<file path="src/rtl/keypad_matrix_emulator.sv">
// 4x4 matrix-keypad model: accepts press commands and answers an active-low
// row scan on active-low column lines, with LFSR-driven contact bounce.
`timescale 1ns/1ps
module keypad_matrix_emulator #(
  parameter int unsigned BOUNCE_CYCLES = 24000,
  parameter int unsigned TOGGLE_CYCLES = 240,
  parameter int unsigned HOLD_W        = 24
) (
  input  logic              clk,
  input  logic              reset,
  input  logic              cmd_valid,
  output logic              cmd_ready,
  input  logic [3:0]        cmd_key,
  input  logic [HOLD_W-1:0] cmd_hold,
  input  logic              bounce_en,
  input  logic [3:0]        rows,
  output logic [3:0]        columns,
  output logic              contact,
  output logic              busy,
  output logic              done
);

  localparam int unsigned BCW = $clog2(BOUNCE_CYCLES + 1);
  localparam int unsigned TCW = $clog2(TOGGLE_CYCLES + 1);

  localparam logic [BCW-1:0]    B_ONE  = BCW'(1);
  localparam logic [BCW-1:0]    B_LAST = BCW'(BOUNCE_CYCLES);
  localparam logic [TCW-1:0]    T_ONE  = TCW'(1);
  localparam logic [TCW-1:0]    T_LAST = TCW'(TOGGLE_CYCLES);
  localparam logic [HOLD_W-1:0] H_ONE  = HOLD_W'(1);
  localparam logic [15:0]       LFSR_SEED = 16'hACE1;

  typedef enum logic [2:0] {
    IDLE,
    BOUNCE_IN,
    HOLD,
    BOUNCE_OUT,
    DONE
  } state_t;

  state_t            state_q, state_d;
  logic              ready_q, ready_d;
  logic              contact_q, contact_d;
  logic [15:0]       lfsr_q, lfsr_d;
  logic [15:0]       lfsr_next;
  logic [BCW-1:0]    bcnt_q, bcnt_d;
  logic [TCW-1:0]    tcnt_q, tcnt_d;
  logic [HOLD_W-1:0] hcnt_q, hcnt_d;
  logic [HOLD_W-1:0] hold_q, hold_d;
  logic [3:0]        key_q, key_d;
  logic              ben_q, ben_d;
  logic [3:0]        col_q, col_d;

  // Fibonacci taps x^16+x^14+x^13+x^11, shifted left with feedback into bit 0
  assign lfsr_next = {lfsr_q[14:0], lfsr_q[15] ^ lfsr_q[13] ^ lfsr_q[12] ^ lfsr_q[10]};

  always_ff @(posedge clk) begin
    if (reset) begin
      state_q   <= IDLE;
      ready_q   <= 1'b0;
      contact_q <= 1'b0;
      lfsr_q    <= LFSR_SEED;
      bcnt_q    <= '0;
      tcnt_q    <= '0;
      hcnt_q    <= '0;
      hold_q    <= '0;
      key_q     <= '0;
      ben_q     <= 1'b0;
      col_q     <= '1;
    end else begin
      state_q   <= state_d;
      ready_q   <= ready_d;
      contact_q <= contact_d;
      lfsr_q    <= lfsr_d;
      bcnt_q    <= bcnt_d;
      tcnt_q    <= tcnt_d;
      hcnt_q    <= hcnt_d;
      hold_q    <= hold_d;
      key_q     <= key_d;
      ben_q     <= ben_d;
      col_q     <= col_d;
    end
  end

  always_comb begin
    state_d   = state_q;
    contact_d = contact_q;
    lfsr_d    = lfsr_q;
    bcnt_d    = bcnt_q;
    tcnt_d    = tcnt_q;
    hcnt_d    = hcnt_q;
    hold_d    = hold_q;
    key_d     = key_q;
    ben_d     = ben_q;

    unique case (state_q)
      IDLE: begin
        contact_d = 1'b0;
        if (cmd_valid && ready_q) begin
          key_d  = cmd_key;
          hold_d = (cmd_hold == '0) ? H_ONE : cmd_hold;
          ben_d  = bounce_en;
          if (bounce_en) begin
            state_d   = BOUNCE_IN;
            contact_d = lfsr_q[0];
            bcnt_d    = B_ONE;
            tcnt_d    = T_ONE;
          end else begin
            state_d   = HOLD;
            contact_d = 1'b1;
            hcnt_d    = H_ONE;
          end
        end
      end

      BOUNCE_IN, BOUNCE_OUT: begin
        // Phase end takes priority over a coinciding toggle tick
        if (bcnt_q >= B_LAST) begin
          if (state_q == BOUNCE_IN) begin
            state_d   = HOLD;
            contact_d = 1'b1;
            hcnt_d    = H_ONE;
          end else begin
            state_d   = DONE;
            contact_d = 1'b0;
          end
        end else begin
          bcnt_d = bcnt_q + B_ONE;
          if (tcnt_q >= T_LAST) begin
            lfsr_d    = lfsr_next;
            contact_d = lfsr_next[0];
            tcnt_d    = T_ONE;
          end else begin
            tcnt_d = tcnt_q + T_ONE;
          end
        end
      end

      HOLD: begin
        if (hcnt_q >= hold_q) begin
          if (ben_q) begin
            state_d   = BOUNCE_OUT;
            contact_d = lfsr_q[0];
            bcnt_d    = B_ONE;
            tcnt_d    = T_ONE;
          end else begin
            state_d   = DONE;
            contact_d = 1'b0;
          end
        end else begin
          hcnt_d = hcnt_q + H_ONE;
        end
      end

      DONE: begin
        state_d   = IDLE;
        contact_d = 1'b0;
      end

      default: begin
        state_d   = IDLE;
        contact_d = 1'b0;
      end
    endcase

    ready_d = (state_d == IDLE);

    col_d = '1;
    for (int unsigned c = 0; c < 4; c++) begin
      col_d[c] = ~(contact_q && (key_q[1:0] == c[1:0]) && !rows[key_q[3:2]]);
    end
  end

  assign cmd_ready = ready_q;
  assign columns   = col_q;
  assign contact   = contact_q;
  assign busy      = (state_q != IDLE);
  assign done      = (state_q == DONE);

endmodule

</file>
<file path="config.mk">
export PLATFORM = sky130hd
export DESIGN_NAME = keypad_matrix_emulator
export DESIGN_NICKNAME = d
export VERILOG_FILES = /design/src/rtl/keypad_matrix_emulator.sv
export SDC_FILE = /design/constraint.sdc
export NUM_CORES = 1
export LEC_CHECK = 0
export CORE_MARGIN = 2
export CORE_UTILIZATION = 60
export CTS_BUF_LIST = sky130_fd_sc_hd__clkbuf_4 sky130_fd_sc_hd__clkbuf_8
export CTS_CLUSTER_SIZE = 20
export DETAILED_ROUTE_END_ITERATION = 6
export GPL_TIMING_DRIVEN = 0
export PLACE_DENSITY_LB_ADDON = 0.05
export SLEW_MARGIN = 20
export SYNTH_ARGS = -nofsm -noshare
export SYNTH_HDL_FRONTEND = slang
export SYNTH_SLANG_ARGS = --single-unit
</file>
<file path="constraint.sdc">
create_clock -name clk -period 3.1 [get_ports clk]
set_input_delay 0.62 -clock clk [delete_from_list [all_inputs] [get_ports clk]]
set_output_delay 0.62 -clock clk [all_outputs]
set_load 0.01 [all_outputs]
</file>
==> results_dict.tcl, run 1 <==
set metrics [dict create \
    status "finished clean" \
    first_iter_violations 239 \
    fmax_mhz 344 \
    drv_slew 0 \
    die_h_um 95.5 \
    syn_avg_cell_area_um2 8.13 \
    viasPerCell 5.91 \
    worstMarginPinSlew_ns 0.755 \
    power.internal_w 0.00221 \
    core-area_mm2 0.00818 \
    holdWs_ns 0.443 \
    grt_usage_pct 27.7 \
    htree_levels 3 \
    cts_made_buffers 9 \
    tritoncts "done" \
    synth_cells 618 \
    p_comb_share_pct 32.1 \
    grt_max_degree 20 \
    drive_gt1_share_pct 6.04 \
    grt_pass1_wl_um 19800 \
    ys_ff_latch 101 \
    syn2layout_area_growth_pct 16.2 \
    worst_slack_ns 0.193 \
    vias 4635 \
    dp_slack_ns 0.0732 \
    reg2reg_depth 10 \
    cts_buffer_depth 2 \
    initial_core_util_pct 61.5 \
    fill_cells 672 \
    cpPeakStageDelay_ns 0.44 \
    arrival_ns 3.21 \
    power_leakage_nw 2.10 \
    worstPathCellList "inv_1, ha_1, nand2b_1, a211oi_1, o2111ai_1, a31oi_2, o211ai_1, a2111oi_4, or3b_1, a21oi_1" \
    grt_overflow 0 \
    grt_pass1_vias 4355 \
    worstSetupPathType "register to register" \
    setup_violations 0 \
    reg2reg_to "hcnt_q[13]" \
    ys.flop_type "dfxtp_1" \
    fp.dieW_um 95.5 \
    cp_max_fo 4 \
    netlist_top_cells_area "dfxtp_1 (40%), nand2_1 (9.0%), ha_1 (7.0%)" \
    hold_path_end "columns[1]" \
    ys_warn_count 0 \
    register_area_mm2 0.00202 \
    hold_start "key_q[0]" \
    clkTransAtPathRegs_ns 0.10 \
    clk_latency_ns 0.38 \
    die_area_mm2 0.00912 \
    p_sw_share_pct 37.5 \
    min_path_cells 1 \
    drcViolationCount 0 \
    syn-cell-area_mm2 0.00502 \
    min_period_ns 2.91 \
    slowest_stage "a2111oi_4" \
    dp.cells 766 \
    clockRootBuffer "clkbuf_8" \
    ir_worst_vdd_uv 409 \
    cts_sinks 101 \
    diodes 0 \
    num_io_pins 44 \
    ys_seq_area_share_pct 40.2 \
    wirelength_um 12100 \
    endpoint_kind "register" \
    avgRoutedWirePerCell_um 15.5 \
    gp_congestion 0.924 \
    ant_nets 0 \
    synth.distinct_cells 58 \
    hold_buffers 0 \
    max-slew-margin-rel_pct 49.5 \
    power.share.clock_pct 25.5 \
    fin_nets 738 \
    antenna_found_initial 0 \
    r2r_slack_ns 0.19 \
    synth_edf_count 0 \
    period_share_pct 93.8 \
    p_switching_w 0.00132 \
    power_density_mw_per_mm2 605 \
    multiInputGateArea_mm2 0.00277 \
    start_kind "register" \
    r2r-start "hcnt_q[0]" \
    cp_data_required_time_ns 3.41 \
    dpl.hpwl_um 9010 \
    share_seq_of_total_power_pct 42.4 \
    syn_nets 682 \
    synthArstFlopShare_pct 0 \
    rsz0062_at_grt "yes" \
    final-hold-violation-count 0 \
    hold_class "register to register" \
    stdcell_count 784 \
    cap_violations 0 \
    synth_top_area_share_pct 40.2 \
    clock_skew_ns 0.0147 \
    portBuffers 43 \
    synth_area_leader_cell "dfxtp_1" \
    num_rows 33 \
    first_pass_iters 4 \
]
==> power by group through the flow <==
stage	Clock, W	Combinational, W	Sequential, W
2_1_floorplan	0	0.000737	0.00151
3_5_place_dp	0	0.00108	0.00153
5_1_grt	0.000952	0.00125	0.00152
6_report	0.000901	0.00113	0.00150
3_3_place_gp	0	0.00105	0.00152
4_1_cts	0.000911	0.00109	0.00149
==> registers in the layout, indices dropped and copies added, names as in the netlist <==
name       cells
bcnt_q        15
ben_q          1
cmd_ready      1
columns        4
contact        1
hcnt_q        24
hold_q        24
key_q          4
lfsr_q        16
state_q        3
tcnt_q         8
==> critical path, delay by kind of cell, from the launching register on <==
kind            cells  cell delay, ns
compound gates      6            1.60
simple gates        2            0.52
flops               1            0.36
fa+ha+maj           1            0.28
buf+inv             1            0.08
==> area by class of cell <==
cell class              count  area share [%]
multi-input cells         452            47.4
flip-flops and latches    101            34.6
repair buffers             45            7.63
inverters                  37            2.38
well taps                 105            2.25
clock buffers               9            2.12
plain buffers              28            1.97
clock inverters             7            1.59
==> synth_stat cells, types with 2 or more instances <==
cell	number
o21ai_2	2
and2_1	5
xnor2_1	9
nor3_1	15
a311oi_1	5
and3_1	6
o211ai_1	3
nand2_1	120
o41ai_1	2
a31oi_1	6
o21a_1	2
o21ai_0	7
mux2i_1	3
dfxtp_1	101
and4_1	8
nor4_1	7
ha_1	28
or3b_1	2
nand2b_1	4
a21oi_1	68
buf_2	6
nand3b_1	12
xor2_1	10
nor2b_1	3
o2111a_1	2
nand4_1	9
a211oi_1	6
clkbuf_1	21
inv_1	37
nor2_1	34
or4_1	11
o2111ai_1	2
or3_1	6
a21o_1	3
o31ai_1	9
nand3_1	22
==> timing repair <==
action                     4_1_cts  5_1_grt
setup endpoints to repair        0       36
buffers inserted                 0        2
gates resized for setup          0        7
==> cells in the final DEF (no fill, tap or decap), types with 10 or more instances in the layout <==
cell / netlist / routed
dfxtp_1: 101 / 101
nand3_1: 22 / 22
or4_1: 11 / 11
clkbuf_1: 21 / 19
inv_1: 37 / 37
nor2_1: 34 / 33
a21oi_1: 68 / 68
ha_1: 28 / 28
nand3b_1: 12 / 12
nand2_1: 120 / 120
clkdlybuf4s50_1: 0 / 43
nor3_1: 15 / 15
xor2_1: 10 / 10
==> how the worst max path moves through the flow <==
| stage | startpoint | end | slack, ns | depth (start not counted) |
|---|---|---|---|---|
| 2_1_floorplan | hcnt_q[0] | hcnt_q[13] | 0.50 | 10 |
| 3_5_place_dp | hcnt_q[0] | hcnt_q[13] | 0.07 | 10 |
| 5_1_grt | hcnt_q[0] | hcnt_q[13] | -0.03 | 10 |
| 6_report | hcnt_q[0] | hcnt_q[13] | 0.19 | 10 |
| 4_1_cts | hcnt_q[0] | hcnt_q[13] | 0.03 | 10 |
| 3_3_place_gp | hcnt_q[0] | hcnt_q[13] | 0.11 | 10 |
==> metal layers <==
metal / track usage [%] / up-vias / wire length, um
met2: 48.2 / 94 / 5980
met1: 34.1 / 2210 / 5320
met4: 10.0 / 0 / 246
met3: 5.30 / 24 / 586
li1: - / 2307 / -
met5: 0 / - / 0
==> per-stage QoR <==
step / power, W / TNS (ns) / util, % / area (um2)
final: 0.00353 / 0 / 71.4 / 5840
after global routing: 0.00372 / -0.0265 / 71.4 / 5840
after CTS: 0.00349 / 0 / 71.0 / 5800
after detailed placement: 0.00261 / 0 / 68.3 / 5590
after global placement: 0.00257 / 0 / 68.3 / 5590
after floorplan: 0.00225 / 0 / - / 5020
==> kinds of logic (layout without fill, tap and decap cells) <==
family / count (synthesis) / in the layout / share of synthesized area, %
compound gates: 130 / 130 / 16.9
xor+xnor: 19 / 19 / 3.31
fa+ha+maj: 28 / 28 / 6.97
buf+inv: 65 / 126 / 5.00
flops: 101 / 101 / 40.2
mux: 4 / 4 / 1.05
simple gates: 271 / 271 / 26.5
No activity file was read; power rests on OpenSTA's default activity.
==> inputs of run 2 (changes only) <==
- CORE_MARGIN: 2 -> 5
==> run 2 against run 1 <==
Against the previous run: register-to-register slack got worse by 0.098 ns; core utilization decreased by 0.61 points; first-iteration DRC count increased by 3.8%; sequential power about the same; critical path type unchanged; largest power group unchanged; highest routed layer unchanged.
==> results_dict.tcl, run 2 (same netlist as run 1, synthesis figures left out) <==
set metrics [dict create \
    rsz0062_at_grt "yes" \
    num_rows 33 \
    cp.buffers_inverters 2 \
    cp.depth 11 \
    dpl.hpwl_um 9170 \
    clock_skew_ns 0.0141 \
    grt_pass1_wl_um 20400 \
    reg2reg_depth 11 \
    total_power_w 0.00340 \
    viasPerCell 5.91 \
    htree_levels 3 \
    first_pass_iters 4 \
    drv_slew 0 \
    gp_congestion 0.984 \
    final-hold-violation-count 0 \
    layout_common_cells "nand2_1 (120), dfxtp_1 (101), a21oi_1 (68), clkdlybuf4s50_1 (43), inv_1 (37)" \
    cp_data_required_time_ns 3.41 \
    ir_worst_vdd_uv 343 \
    cap_violations 0 \
    power_density_mw_per_mm2 588 \
    largest_registers "hcnt_q (24), hold_q (24), lfsr_q (16)" \
    worstSetupPathType "register to register" \
    grt_overflow 0 \
    fin_nets 737 \
    hold_class "register to register" \
    cpPeakStageDelay_ns 0.48 \
    antenna_found_initial 0 \
    tritoncts "done" \
    power_leakage_nw 2.07 \
    final_common_cell "nand2_1" \
    worstPathCellList "inv_1, ha_1, nand2b_1, a211oi_1, o2111ai_1, a31oi_2, o211a_1, o21ai_2, buf_2, or4_1, a21oi_1" \
    post-route-util_pct 70.8 \
    initial_core_util_pct 61.5 \
    clkTransAtPathRegs_ns 0.10 \
    first_iter_violations 248 \
    drive_gt1_share_pct 5.75 \
    cts_sinks 101 \
    fmax_mhz 333 \
    min_path_cells 1 \
    period_share_pct 96.9 \
    cts_made_buffers 9 \
    status "finished clean" \
    syn2layout_area_growth_pct 15.2 \
    hold_buffers 0 \
    fill_cells 707 \
    worstMarginPinSlew_ns 0.726 \
    clockRootBuffer "clkbuf_8" \
    drcViolationCount 0 \
    num_io_pins 44 \
    avgRoutedWirePerCell_um 15.5 \
    slowest_stage "or4_1" \
    wirelength_um 12100 \
    fp.dieW_um 102 \
    multiInputGateArea_mm2 0.00276 \
    portBuffers 43 \
    register_area_mm2 0.00202 \
    clk_latency_ns 0.37 \
    arrival_ns 3.31 \
    core-area_mm2 0.00818 \
    cp_max_fo 10 \
    grt_max_degree 17 \
    endpoint_kind "register" \
    setup_violations 0 \
    diodes 0 \
    die_h_um 102 \
    cts_buffer_depth 2 \
    min_period_ns 3.01 \
    ant_nets 0 \
    vias 4629 \
    holdWs_ns 0.438 \
    die_area_mm2 0.0103 \
    max-slew-margin-rel_pct 51.4 \
    start_kind "register" \
    grt_pass1_vias 4316 \
    grt_usage_pct 24.5 \
    critPathTopFamily "compound AO/OA/AOI/OAI gates" \
]
-- run 2: where the power goes --
group          total [W]  internal (W)  switching [W]
logic            0.00113      0.000391       0.000740
registers        0.00150       0.00141      0.0000857
clock network   0.000774      0.000323       0.000452
-- run 2: worst paths after layout --
path              from    endpoint  slack, ns
max          hcnt_q[0]   hcnt_q[9]       0.09
min           key_q[0]  columns[1]       0.44
max reg2reg  hcnt_q[0]   hcnt_q[9]       0.09
min reg2reg   key_q[0]  columns[1]       0.44
-- run 2: cell type report --
type	instances	area share, %
Tap cell	105	2.27
Clock inverter	5	0.627
Inverter	37	2.40
Multi-Input combinational cell	452	47.7
Clock buffer	11	2.51
Timing Repair Buffer	44	7.57
Buffer	28	1.99
Sequential cell	101	34.9
-- run 2: routing by layer --
| layer | part of all wire [%] | wire, um | vias to the layer above | GRT usage, % |
|---|---|---|---|---|
| met5 | 0 | 0 | - | 0 |
| met4 | 2.3 | 281 | 0 | 10.5 |
| met2 | 50 | 6030 | 126 | 41.3 |
| met3 | 4.7 | 571 | 27 | 3.17 |
| met1 | 43 | 5230 | 2189 | 31.5 |
| li1 | - | - | 2287 | - |
-- run 2: timing repair --
action,in CTS,in global routing
setup buffers,0,1
resized for setup,1,5
pin swaps,0,1
endpoints found under the setup margin,1,20
-- run 2: metrics by stage --
step	TNS (ns)	area, um2	setup slack [ns]	instances
2_1_floorplan	0	5020	0.502	618
3_3_place_gp	0	5590	0.115	766
3_5_place_dp	0	5590	0.0150	766
4_1_cts	0	5770	0.0667	782
5_1_grt	-0.221	5790	-0.0619	783
6_report	0	5790	0.0947	783
